## src/rtl/seg7_scan_decoder.sv

```systemverilog
// ---------------------------------------------------------------------------
// seg7_scan_decoder
//
// Purpose:
//   Watches the multiplexed cathode/anode drive of an 8-digit, active-low
//   seven-segment display and rebuilds the 32-bit hex value being shown.
//   Each anode/segment pair is registered, debounced by a stability counter,
//   decoded, and collected digit by digit. A complete frame starts at
//   digit 0 and ends when all eight digits have been seen.
//
// Ports:
//   clk_100Mhz_pi  in   1   clock, rising edge
//   reset_pi       in   1   synchronous reset, active-low
//   seg_pi         in   7   cathodes, active-low, bit6=g .. bit0=a
//   an_pi          in   8   anodes, active-low, bit i selects digit i
//   clr_err_pi     in   1   clears the sticky error bits
//   value_po       out  32  last complete frame, digit i in [4i+3:4i]
//   valid_po       out  1   one-cycle pulse when value_po updates
//   changed_po     out  1   pulse with valid_po when the value differs
//   err_po         out  3   sticky {order_err, seg_err, an_err}
//
// Parameters:
//   STABLE_CYCLES  clocks a pair must hold before it is sampled (2..255)
//
// Configuration macro:
//   SEG7_DECODE_ORDER_CHECK_EN  when defined, digits inside a frame must
//   arrive in ascending order; otherwise any order is accepted and
//   order_err is tied to 0.
// ---------------------------------------------------------------------------
module seg7_scan_decoder #(
    parameter int STABLE_CYCLES = 4
) (
    input  logic        clk_100Mhz_pi,
    input  logic        reset_pi,
    input  logic [6:0]  seg_pi,
    input  logic [7:0]  an_pi,
    input  logic        clr_err_pi,
    output logic [31:0] value_po,
    output logic        valid_po,
    output logic        changed_po,
    output logic [2:0]  err_po
);

    typedef enum logic {
        ST_SYNC,
        ST_COLLECT
    } state_t;

    localparam logic [7:0] STABLE_SAT = 8'(STABLE_CYCLES);
    localparam logic [7:0] STABLE_M1  = 8'(STABLE_CYCLES - 1);

    // Saturating increment of the stability counter.
    function automatic logic [7:0] sat_inc(input logic [7:0] c);
        return (c >= STABLE_SAT) ? STABLE_SAT : c + 8'd1;
    endfunction

    // Active-low segment pattern to {hit, nibble}; hit=0 for unknown patterns.
    function automatic logic [4:0] seg_decode(input logic [6:0] s);
        case (s)
            7'b1000000: return 5'h10;
            7'b1111001: return 5'h11;
            7'b0100100: return 5'h12;
            7'b0110000: return 5'h13;
            7'b0011001: return 5'h14;
            7'b0010010: return 5'h15;
            7'b0000010: return 5'h16;
            7'b1111000: return 5'h17;
            7'b0000000: return 5'h18;
            7'b0011000: return 5'h19;
            7'b0001000: return 5'h1A;
            7'b0000011: return 5'h1B;
            7'b1000110: return 5'h1C;
            7'b0100001: return 5'h1D;
            7'b0000110: return 5'h1E;
            7'b0001110: return 5'h1F;
            default:    return 5'h00;
        endcase
    endfunction

    // ---- stage p0: registered pin pair and stability counter ----
    logic [6:0] r_seg_p0;
    logic [7:0] r_an_p0;
    logic [7:0] r_cnt_p0;
    logic       w_pair_chg;

    // The counter restarts on the same edge that loads a different pair, so
    // r_cnt_p0 is the number of extra edges the current pair has survived.
    assign w_pair_chg = ({seg_pi, an_pi} != {r_seg_p0, r_an_p0});

    always_ff @(posedge clk_100Mhz_pi) begin
        if (!reset_pi) begin
            r_seg_p0 <= 7'h7F;
            r_an_p0  <= 8'hFF;
            r_cnt_p0 <= 8'd0;
        end else begin
            r_seg_p0 <= seg_pi;
            r_an_p0  <= an_pi;
            r_cnt_p0 <= w_pair_chg ? 8'd0 : sat_inc(r_cnt_p0);
        end
    end

    // ---- stage p1: capture strobe, decode, frame assembly ----
    logic       w_vld_p1;
    logic [7:0] w_an_act;
    logic       w_an_blank;
    logic       w_an_one;
    logic [2:0] w_an_idx;
    logic [4:0] w_seg_dec;
    logic       w_seg_hit;
    logic [3:0] w_nib;
    logic       w_dig_vld;
    logic       w_an_err_evt;
    logic       w_seg_err_evt;

    // Fires on the single cycle where the counter steps up to STABLE_CYCLES;
    // saturation keeps it from firing again during a long dwell.
    assign w_vld_p1   = (r_cnt_p0 == STABLE_M1);

    assign w_an_act   = ~r_an_p0;
    assign w_an_blank = (r_an_p0 == 8'hFF);
    assign w_an_one   = !w_an_blank && ((w_an_act & (w_an_act - 8'd1)) == 8'd0);

    always_comb begin
        w_an_idx = 3'd0;
        for (int k = 0; k < 8; k++) begin
            if (w_an_act[k]) w_an_idx = 3'(k);
        end
    end

    assign w_seg_dec     = seg_decode(r_seg_p0);
    assign w_seg_hit     = w_seg_dec[4];
    assign w_nib         = w_seg_dec[3:0];

    // Blank (all anodes off) is a normal scan gap: no segment check.
    assign w_an_err_evt  = w_vld_p1 && !w_an_blank && !w_an_one;
    assign w_seg_err_evt = w_vld_p1 && !w_an_blank && !w_seg_hit;
    assign w_dig_vld     = w_vld_p1 && w_an_one && w_seg_hit;

    state_t      r_state;
    state_t      w_state_nxt;
    logic [31:0] r_shadow;
    logic [31:0] w_shadow_nxt;
    logic [7:0]  r_seen;
    logic [7:0]  w_seen_nxt;
    logic        w_done;
    logic        w_order_evt;
    logic        w_accept;
`ifdef SEG7_DECODE_ORDER_CHECK_EN
    logic [2:0]  r_last_idx;
    logic [2:0]  w_last_nxt;
`endif

    always_comb begin
        w_state_nxt  = r_state;
        w_shadow_nxt = r_shadow;
        w_seen_nxt   = r_seen;
        w_done       = 1'b0;
        w_order_evt  = 1'b0;
        w_accept     = 1'b0;
`ifdef SEG7_DECODE_ORDER_CHECK_EN
        w_last_nxt   = r_last_idx;
`endif
        case (r_state)
            ST_SYNC: begin
                // Only digit 0 can open a frame.
                if (w_dig_vld && (w_an_idx == 3'd0)) begin
                    w_shadow_nxt[3:0] = w_nib;
                    w_seen_nxt        = 8'h01;
                    w_state_nxt       = ST_COLLECT;
`ifdef SEG7_DECODE_ORDER_CHECK_EN
                    w_last_nxt        = 3'd0;
`endif
                end
            end
            default: begin
                if (w_dig_vld) begin
                    w_accept = 1'b1;
`ifdef SEG7_DECODE_ORDER_CHECK_EN
                    if (w_an_idx != r_last_idx + 3'd1) begin
                        w_accept    = 1'b0;
                        w_order_evt = 1'b1;
                        if (w_an_idx == 3'd0) begin
                            // Out-of-order digit 0 restarts the frame at once.
                            w_shadow_nxt[3:0] = w_nib;
                            w_seen_nxt        = 8'h01;
                            w_last_nxt        = 3'd0;
                        end else begin
                            w_seen_nxt  = 8'h00;
                            w_state_nxt = ST_SYNC;
                        end
                    end
`endif
                end
                if (w_accept) begin
                    w_shadow_nxt[{w_an_idx, 2'b00} +: 4] = w_nib;
                    w_seen_nxt = r_seen | (8'h01 << w_an_idx);
`ifdef SEG7_DECODE_ORDER_CHECK_EN
                    w_last_nxt = w_an_idx;
`endif
                    if (w_seen_nxt == 8'hFF) begin
                        w_done      = 1'b1;
                        w_seen_nxt  = 8'h00;
                        w_state_nxt = ST_SYNC;
                    end
                end
            end
        endcase
    end

    // ---- stage p2: published frame, pulses and sticky errors ----
    always_ff @(posedge clk_100Mhz_pi) begin
        if (!reset_pi) begin
            r_state    <= ST_SYNC;
            r_shadow   <= 32'd0;
            r_seen     <= 8'd0;
            value_po   <= 32'd0;
            valid_po   <= 1'b0;
            changed_po <= 1'b0;
            err_po     <= 3'd0;
        end else begin
            r_state    <= w_state_nxt;
            r_shadow   <= w_shadow_nxt;
            r_seen     <= w_seen_nxt;
            valid_po   <= w_done;
            // Compared against the frame being replaced, before overwrite.
            changed_po <= w_done && (w_shadow_nxt != value_po);
            if (w_done) value_po <= w_shadow_nxt;
            // A new event in the clear cycle keeps its bit set.
            err_po     <= (err_po & ~{3{clr_err_pi}})
                        | {w_order_evt, w_seg_err_evt, w_an_err_evt};
        end
    end

`ifdef SEG7_DECODE_ORDER_CHECK_EN
    always_ff @(posedge clk_100Mhz_pi) begin
        if (!reset_pi) r_last_idx <= 3'd0;
        else           r_last_idx <= w_last_nxt;
    end
`endif

endmodule
```

## config.mk

```make
export PLATFORM = sky130hd
export DESIGN_NAME = seg7_scan_decoder
export DESIGN_NICKNAME = d
export VERILOG_FILES = /design/src/rtl/seg7_scan_decoder.sv
export SDC_FILE = /design/constraint.sdc
export NUM_CORES = 1
export LEC_CHECK = 0
export BUFFER_PORTS_ARGS = -buffer_cell sky130_fd_sc_hd__buf_2
export CAP_MARGIN = 20
export CORE_MARGIN = 10
export CORE_UTILIZATION = 53
export DETAILED_ROUTE_END_ITERATION = 12
export PLACE_DENSITY = 0.78
export SYNTH_ARGS = -nofsm -noshare
export SYNTH_HDL_FRONTEND = slang
export SYNTH_SLANG_ARGS = --single-unit
```

## constraint.sdc

```tcl
create_clock -name clk_100Mhz_pi -period 3.3 [get_ports clk_100Mhz_pi]
set_input_delay 0.495 -clock clk_100Mhz_pi [delete_from_list [all_inputs] [get_ports clk_100Mhz_pi]]
set_output_delay 0.495 -clock clk_100Mhz_pi [all_outputs]
set_load 0.005 [all_outputs]
```

Word-level counts from Yosys, hierarchy flattened. Index checks and enable logic that the tools add are counted.

Bits in registers: 101. Input port bits: 18. Output and inout port bits: 37. Word-level logic and storage cells: 91.

Add/sub/neg operators: 3. $lt $le $gt $ge: 1. Equality and inequality tests: 21. Shift-type cells: 3. Mux-type cells: 27. Bitwise operators: 7. Reductions and logical operators: 18.

Operators by type and width (number): $pmux W5 S16 (1); $bwmux W32 (1); $mux W32 (1); $mux W8 (4); $ne A32 B32 Y1 (1); $shift A4 B7 Y32 const A (1); $shiftx A4 B7 Y32 (1); $eq A7 B7 Y1 const B (4); $mux W28 (1); $eq A7 B5 Y1 const B (3); $eq A7 B6 Y1 const B (3); $mux W3 (7); $eq A8 B8 Y1 const B (2); $ne A15 B15 Y1 (1); $eq A7 B2 Y1 const B (2); $eq A7 B4 Y1 const B (2); $mux W1 (10); $add A8 B1 Y8 const B (1); $and A8 B8 Y8 (1); $eq A8 B2 Y1 const B (1); $ge A8 B3 Y1 const B (1); $logic_and A1 B1 Y1 (8); $logic_not A8 Y1 (1); $mux W4 (2); 18 further kinds (20).

Longest topological paths before layout. Gate-level depths: netlist of run 1.

Depth in word-level cells: 15. Mapped depth: 16. Depth with buffers taken out: 14.

Worst setup path after synthesis of run 1. OpenSTA, ideal clock, no wires.

Path type: register to register. From: reg r_an_p0[2]. To: reg changed_po. Library setup time: 0.120 ns. Arrival time: 3.338 ns. Data required time: 3.180 ns. Path slack: -0.157 ns. Cell stages (with the launch flop): 17. Period minus slack after synthesis: 3.457 ns. Cell sequence: dfxtp_1 > buf_2 > nor2b_1 > o221ai_1 > and2_1 > ha_1 > ha_1 > o211a_1 > nand4_1 > a311o_1 > buf_6 > mux2i_4 > xnor2_1 > a21o_1 > a2111oi_2 > nand3_1 > o31a_1.

Longest elaborated chain between the ends: 14.

Ends and longest elaborated chain: start: declaration (RTL line 82) `logic [7:0] r_an_p0;`; start signal: assignment (RTL line 97) `r_an_p0 <= an_pi;`; $not A8 Y8 (RTL line 119) `assign w_an_act = ~r_an_p0;`; $mux W3 (6 in series) (RTL line 126) `if (w_an_act[k]) w_an_idx = 3'(k);`; $neg A5 Y7 or $shl A1 B3 Y8 (tied branches) (RTL line 195, 196); $shiftx A4 B7 Y32, or another cell as far along (RTL line 195) `w_shadow_nxt[{w_an_idx, 2'b00} +: 4] = w_nib;`; $bwmux W32 or $eq A8 B8 Y1 (tied branches) (RTL line 195, 200); $mux W32 or $mux W1 (tied branches) (RTL line 194, 200); $mux W4, or another cell as far along (RTL line 163) `case (r_state)`; $ne A32 B32 Y1 or $mux W1 (tied branches) (RTL line 226, 163); $logic_and A1 B1 Y1 * (RTL line 226) `changed_po <= w_done && (w_shadow_nxt != value_po);`; end signal: assignment (RTL line 226); end: declaration (RTL line 40) `output logic changed_po,`.

Every way passes the cells marked *; elsewhere a longest branch is shown, timed or not. The select of a mux whose other input is x is not followed. A chain may end at the register's enable or synchronous reset.

Final worst setup path of run 1. Ends and elaborated chain as after synthesis.

==> results.json, run 1 <==
{
  "dp_hpwl_mm": 10.99,
  "ctsHoldBuffers": 0,
  "total_power_mw": 2.441,
  "std_cell_rows": 36,
  "drive_gt1_share_pct": 29.45,
  "synth.most_common_cell": "nor2_1",
  "outcome": "complete, no violations",
  "fin_crit_ns": 3.229,
  "synth_cell_types": 74,
  "setup_ws_ns": 0.07070,
  "io_buffers": 54,
  "synth_seq_area_share_pct": 38.46,
  "ios": 55,
  "setup_violations": 0,
  "antenna_found_initial": 0,
  "path_max_fanout": 6,
  "via_count": 4861,
  "synth_warnings": 0,
  "worstMarginPinSlew_ns": 0.8644,
  "grt_pass1_wl_mm": 23.61,
  "syn2layout_area_growth_pct": 25.37,
  "pre_cts_ws_ns": -0.05664,
  "viasPerCell": 5.746,
  "maxSlewViolCount": 0,
  "wl_mm": 14.84,
  "clock.fmax_mhz": 309.7,
  "synth_area_leaders": "dfxtp_1 (38%), nor2_1 (7.3%), xnor2_1 (6.0%)",
  "dieHeight_um": 119.6,
  "final_util_pct": 67.75,
  "clockBufferDepth": 2,
  "skew_ns": 0.01348,
  "endpoint_kind": "flop",
  "worstSetupPathType": "flop to flop",
  "cp_slowest_stage_delay_ns": 0.41,
  "yosys.area.top_type": "dfxtp_1",
  "gp_congestion": 0.9523,
  "fin_crit_sh_pct": 97.86,
  "numCtsBuffers": 9,
  "syn_inst": 598,
  "path_clk_slew_ns": 0.11,
  "cp_cell_sequence": "buf_6, nand2_1, a31o_2, inv_2, ha_4, ha_4, o211a_4, nand4_1, a311o_1, buf_4, mux2i_2, o2bb2ai_1, a221oi_1, nand4_1, o31a_1",
  "post_drt_wl_per_cell_um": 17.55,
  "total_leakage_power_nw": 2.550,
  "first_iter_violations": 501,
  "cp.required_ns": 3.59,
  "holdCritPathClass": "input port to flop",
  "h-tree-depth": 3,
  "power_density_nw_per_um2": 370.4,
  "synth_top_area_share_pct": 38.46,
  "syn_area_sq_um": 5258,
  "initial_core_util_pct": 54.04,
  "fp.dieW_um": 119.6,
  "grt_overflow_total": 0,
  "maxCapViolations": 0,
  "crit_path_start_kind": "flop",
  "clock_latency_ns": 0.39,
  "synth_seq_cells": 101,
  "hold_violations": 0,
  "fin_nets": 735,
  "n_antenna_cell": 0,
  "synthFlopType": "dfxtp_1",
  "gr-usage-all-layers_pct": 19.95,
  "async_flop_share_pct": 0,
  "synth_edf_count": 0,
  "cts_tree": "built",
  "cp_slowest_cell": "a311o_1",
  "drc": 0,
  "first_pass_iters": 5,
  "syn_area_per_cell_sq_um": 8.792,
  "synth_common_cells": "nor2_1 (102), dfxtp_1 (101), xnor2_1 (36), a211oi_1 (32), mux2i_1 (30)",
  "peakVddDrop_mv": 0.2709,
  "cts.sinks": 101,
  "critPathArrivalTime_ns": 3.52,
  "dieArea_sq_um": 14300,
  "grt_pass1_vias": 4714,
  "grt_max_degree": 48,
  "core_area_sq_um": 9729,
  "ant_nets": 0,
  "tns_ns": 0,
  "cts-root-buf": "clkbuf_8",
  "slew-limit-headroom_pct": 42.37
}
[per-stage QoR]
stage               hold WS, ns  cells  area (sq um)
floorplan                0.4320    602          5301
global placement         0.4371    819          6081
detailed placement       0.4419    819          6081
CTS                      0.3143    836          6339
global route             0.3093    846          6591
finish                   0.3152    846          6591
[cell families after synthesis]
family / share of synthesized area (%)
and+or+nand+nor: 23.96
adders and majority gates: 2.332
AOI/OAI and AO/OA: 17.35
xor gates and xnor gates: 6.497
other: 0.07133
buffers and inverters: 4.760
muxes: 6.568
DFF: 38.46
[final cells by class]
type	count	area, sq um
Timing Repair Buffer	130	857.1
Sequential cell	101	2038
Multi-Input combinational cell	442	3203
Fill cell	785	3138
Inverter	24	90.09
Clock buffer	9	123.9
Tap cell	133	166.4
Clock inverter	7	112.6
[metal layers]
layer  share of wire, %  global-route usage (%)  routed length [um]
met5                  0                       0                   0
met4                2.0                   7.617                 300
met3                6.0                   4.876                 888
met2                 48                   32.67                7185
met1                 44                   24.82                6470
[where the power goes]
part / switching, mW / leakage [nW] / internal [mW]
Combinational: 0.156 / 1.62 / 0.117
Sequential: 0.0194 / 0.818 / 1.23
Clock: 0.473 / 0.115 / 0.444
Total: 0.648 / 2.55 / 1.79
[placed cells by master, fill, tap and decap left out, types with 7 or more instances in the layout]
cell      netlist  layout
inv_1          23      22
xnor2_1        36      36
nand3_1        10      10
a211oi_1       32      31
mux2i_2         0       7
buf_2          14      54
and3_1          7       7
and2_1          8       7
nand2_1        19      17
a22oi_1         9       9
nand2b_1       21      21
buf_4           1      74
a21oi_1        16      16
dfxtp_1       101      92
ha_1            9       7
nor3_1          8       7
nor2_1        102     101
clkbuf_8        0       9
dfxtp_2         0       7
mux2i_1        30      21
o21ai_0        10       9
nand4_1        18      18
[path summary, 6_finish.rpt]
kind              startpoint          to  slack [ns]  cells after the start
setup reg to reg  r_an_p0[2]  changed_po        0.07                     15
hold / removal      an_pi[3]  r_an_p0[3]        0.32                      2
hold reg to reg    err_po[2]   err_po[2]        0.46                      1
setup / recovery  r_an_p0[2]  changed_po        0.07                     15
[state kept, by name, summed over array words and instances (netlist names)]
name,count
r_cnt_p0,8
err_po,3
r_state,1
value_po,32
r_seg_p0,7
changed_po,1
r_shadow,32
valid_po,1
r_seen,8
r_an_p0,8
[worst max-delay path: cells and delay by family (launching register included)]
| family | cells | cell delay (ns) |
|---|---|---|
| AO/OA/AOI/OAI | 6 | 1.40 |
| adder cells (fa/ha/maj) | 2 | 0.46 |
| buffers and inverters | 3 | 0.37 |
| AND/OR/NAND/NOR | 3 | 0.35 |
| flip-flops | 1 | 0.33 |
| multiplexers | 1 | 0.24 |
[what timing repair did]
item / in CTS / in global routing
pin swaps: 2 / 13
setup endpoints to repair: 1 / 18
gates resized for setup: 5 / 43
setup buffers: 1 / 10
(Power assumes the default switching activity.)
==> run 2, diff against run 1 <==
--- a/config.mk
+++ b/config.mk
@@ -8,9 +8,10 @@
 export BUFFER_PORTS_ARGS = -buffer_cell sky130_fd_sc_hd__buf_2
 export CAP_MARGIN = 20
 export CORE_MARGIN = 10
-export CORE_UTILIZATION = 53
+export CORE_UTILIZATION = 59
+export CTS_CLUSTER_SIZE = 12
 export DETAILED_ROUTE_END_ITERATION = 12
-export PLACE_DENSITY = 0.78
+export PLACE_DENSITY = 0.87
 export SYNTH_ARGS = -nofsm -noshare
 export SYNTH_HDL_FRONTEND = slang
 export SYNTH_SLANG_ARGS = --single-unit
==> constraint.sdc (replaced) <==
create_clock -name clk_100Mhz_pi -period 3 [get_ports clk_100Mhz_pi]
set_input_delay 0.45 -clock clk_100Mhz_pi [delete_from_list [all_inputs] [get_ports clk_100Mhz_pi]]
set_output_delay 0.45 -clock clk_100Mhz_pi [all_outputs]
set_load 0.005 [all_outputs]
==> run 2 against run 1 <==
Net effect:
- the flow now finishes with violations (setup timing)
- critical path depth decreased by 1
- hold slack got worse by 0.043 ns
- final cell count increased by 4.7%
- critical endpoint unchanged
==> results.json, run 2 (synthesized netlist as in run 1, its figures left out) <==
{
  "antenna_found_initial": 1,
  "r2r-start": "r_an_p0[5]",
  "place_inst": 854,
  "gp_congestion": 1.023,
  "dpl_cell_area_sq_um": 6546,
  "num-fill-cells": 505,
  "power_density_nw_per_um2": 373.4,
  "tns_ns": -0.3710,
  "path_clk_slew_ns": 0.11,
  "via_count": 5357,
  "fin_crit_ns": 3.371,
  "peakVddDrop_mv": 0.3006,
  "gr-usage-all-layers_pct": 24.63,
  "grt_pass1_wl_mm": 26.40,
  "skew_ns": 0.02018,
  "crit_path_start_kind": "flop",
  "syn2layout_area_growth_pct": 37.17,
  "h-tree-depth": 3,
  "worstSetupPathType": "flop to flop",
  "final_common_cell": "buf_4",
  "grt_pass1_vias": 5275,
  "clock.fmax_mhz": 296.6,
  "wl_mm": 17.46,
  "setup_violations": 1,
  "critPathArrivalTime_ns": 3.66,
  "reg2reg_to": "changed_po",
  "cts.sinks": 101,
  "slew-limit-headroom_pct": 55.13,
  "endpoint_kind": "flop",
  "reg_top3": "r_shadow x32, value_po x32",
  "grt_max_degree": 44,
  "initial_core_util_pct": 60.58,
  "outcome": "finished with violations",
  "cp_slowest_cell": "dfxtp_4",
  "core_area_sq_um": 8678,
  "seq_area_sq_um": 2046,
  "r2r_slack_ns": -0.37,
  "numCtsBuffers": 9,
  "power_switching_mw": 0.7643,
  "clockBufferDepth": 2,
  "power_frac_seq_pct": 51.1,
  "multi_input_comb_area_sq_um": 3336,
  "drive_gt1_share_pct": 37.71,
  "cp.required_ns": 3.29,
  "rsz0062_at_grt": "yes",
  "clockPowerShare_pct": 35.6,
  "design_area_sq_um": 7212,
  "grt_overflow_total": 0,
  "final_util_pct": 83.10,
  "violations": "setup timing",
  "worstMarginPinSlew_ns": 0.6669,
  "dieArea_sq_um": 13090,
  "cts-root-buf": "clkbuf_8",
  "total_power_mw": 2.693,
  "p_int_mw": 1.928,
  "holdCritPathClass": "input port to flop",
  "fin_crit_sh_pct": 112.4,
  "cts_tree": "built",
  "ctsHoldBuffers": 0,
  "swShare_pct": 28.38,
  "fp.dieW_um": 114.4,
  "pre_cts_ws_ns": -0.3826,
  "cp_slowest_stage_delay_ns": 0.41,
  "std_cell_rows": 34,
  "fin_nets": 799,
  "crit_buf_inv": 1,
  "fin_hold_ws_ns": 0.2718,
  "total_leakage_power_nw": 2.972,
  "final_cell_mix": "buf_4 (133), nor2_1 (101), dfxtp_1 (90)",
  "setup_ws_ns": -0.3710,
  "ant_nets": 0,
  "reg2reg_depth": 14,
  "dp_hpwl_mm": 12.06,
  "clock_latency_ns": 0.39,
  "io_buffers": 54,
  "post_drt_wl_per_cell_um": 19.71,
  "hold_violations": 0,
  "cp_top_family": "simple AND/OR/NAND/NOR gates",
  "crit_path_end": "changed_po",
  "ios": 55,
  "first_pass_iters": 6,
  "first_iter_violations": 572,
  "maxSlewViolCount": 0,
  "fin_cells": 886,
  "maxCapViolations": 0,
  "drc": 0,
  "path_depth": 14,
  "dieHeight_um": 114.4,
  "viasPerCell": 6.046,
  "comb_power_share_pct": 13.2,
  "cp_cell_sequence": "inv_1, o221ai_2, and2_4, ha_4, ha_4, nor2b_4, nor2b_4, nand4_1, nor3_4, mux2i_2, xnor2_1, a211oi_1, nand4_1, o31a_1",
  "crit_path_start": "r_an_p0[5]",
  "path_max_fanout": 6
}
## run 2: area by class of cell
class,instances,area share (%)
Multi-Input combinational cell,442,46.25
Clock inverter,7,1.388
Sequential cell,101,28.37
Antenna cell,1,0.03470
Inverter,24,1.249
Clock buffer,9,1.718
Timing Repair Buffer,194,19.12
Tap cell,108,1.874
## run 2: worst min-delay path by stage
stage / startpoint / endpoint / slack, ns / cells after the start
5_1_grt: seg_pi[6] / r_seg_p0[6] / 0.28 / 2
3_5_place_dp: err_po[2] / err_po[2] / 0.44 / 1
4_1_cts: seg_pi[6] / r_seg_p0[6] / 0.27 / 2
6_report: seg_pi[6] / r_seg_p0[6] / 0.27 / 2
2_1_floorplan: r_seen[4] / r_seen[4] / 0.43 / 2
3_3_place_gp: err_po[2] / err_po[2] / 0.44 / 1
## run 2: repair_timing
| action | in CTS | in global routing |
|---|---|---|
| pin swaps | 5 | 16 |
| setup buffers | 5 | 9 |
| endpoints found under the hold margin | 0 | 0 |
| cloned | 0 | 1 |
| endpoints found under the setup margin | 12 | 37 |
| gates resized for setup | 28 | 44 |
## run 2: power groups by stage
stage	combinational (mW)	clock (mW)	sequential, mW
global placement	0.314	0	1.40
CTS	0.335	0.963	1.37
global route	0.375	1.02	1.38
finish	0.356	0.959	1.38
floorplan	0.192	0	1.39
detailed placement	0.325	0	1.40
## run 2: layer usage
metal / GRT usage, % / vias up / wire length [um]
met5: 0 / - / 0
met3: 6.080 / 57 / 1232
met4: 10.36 / 0 / 622
met2: 41.26 / 274 / 8643
met1: 29.26 / 2542 / 6965
li1: - / 2484 / -
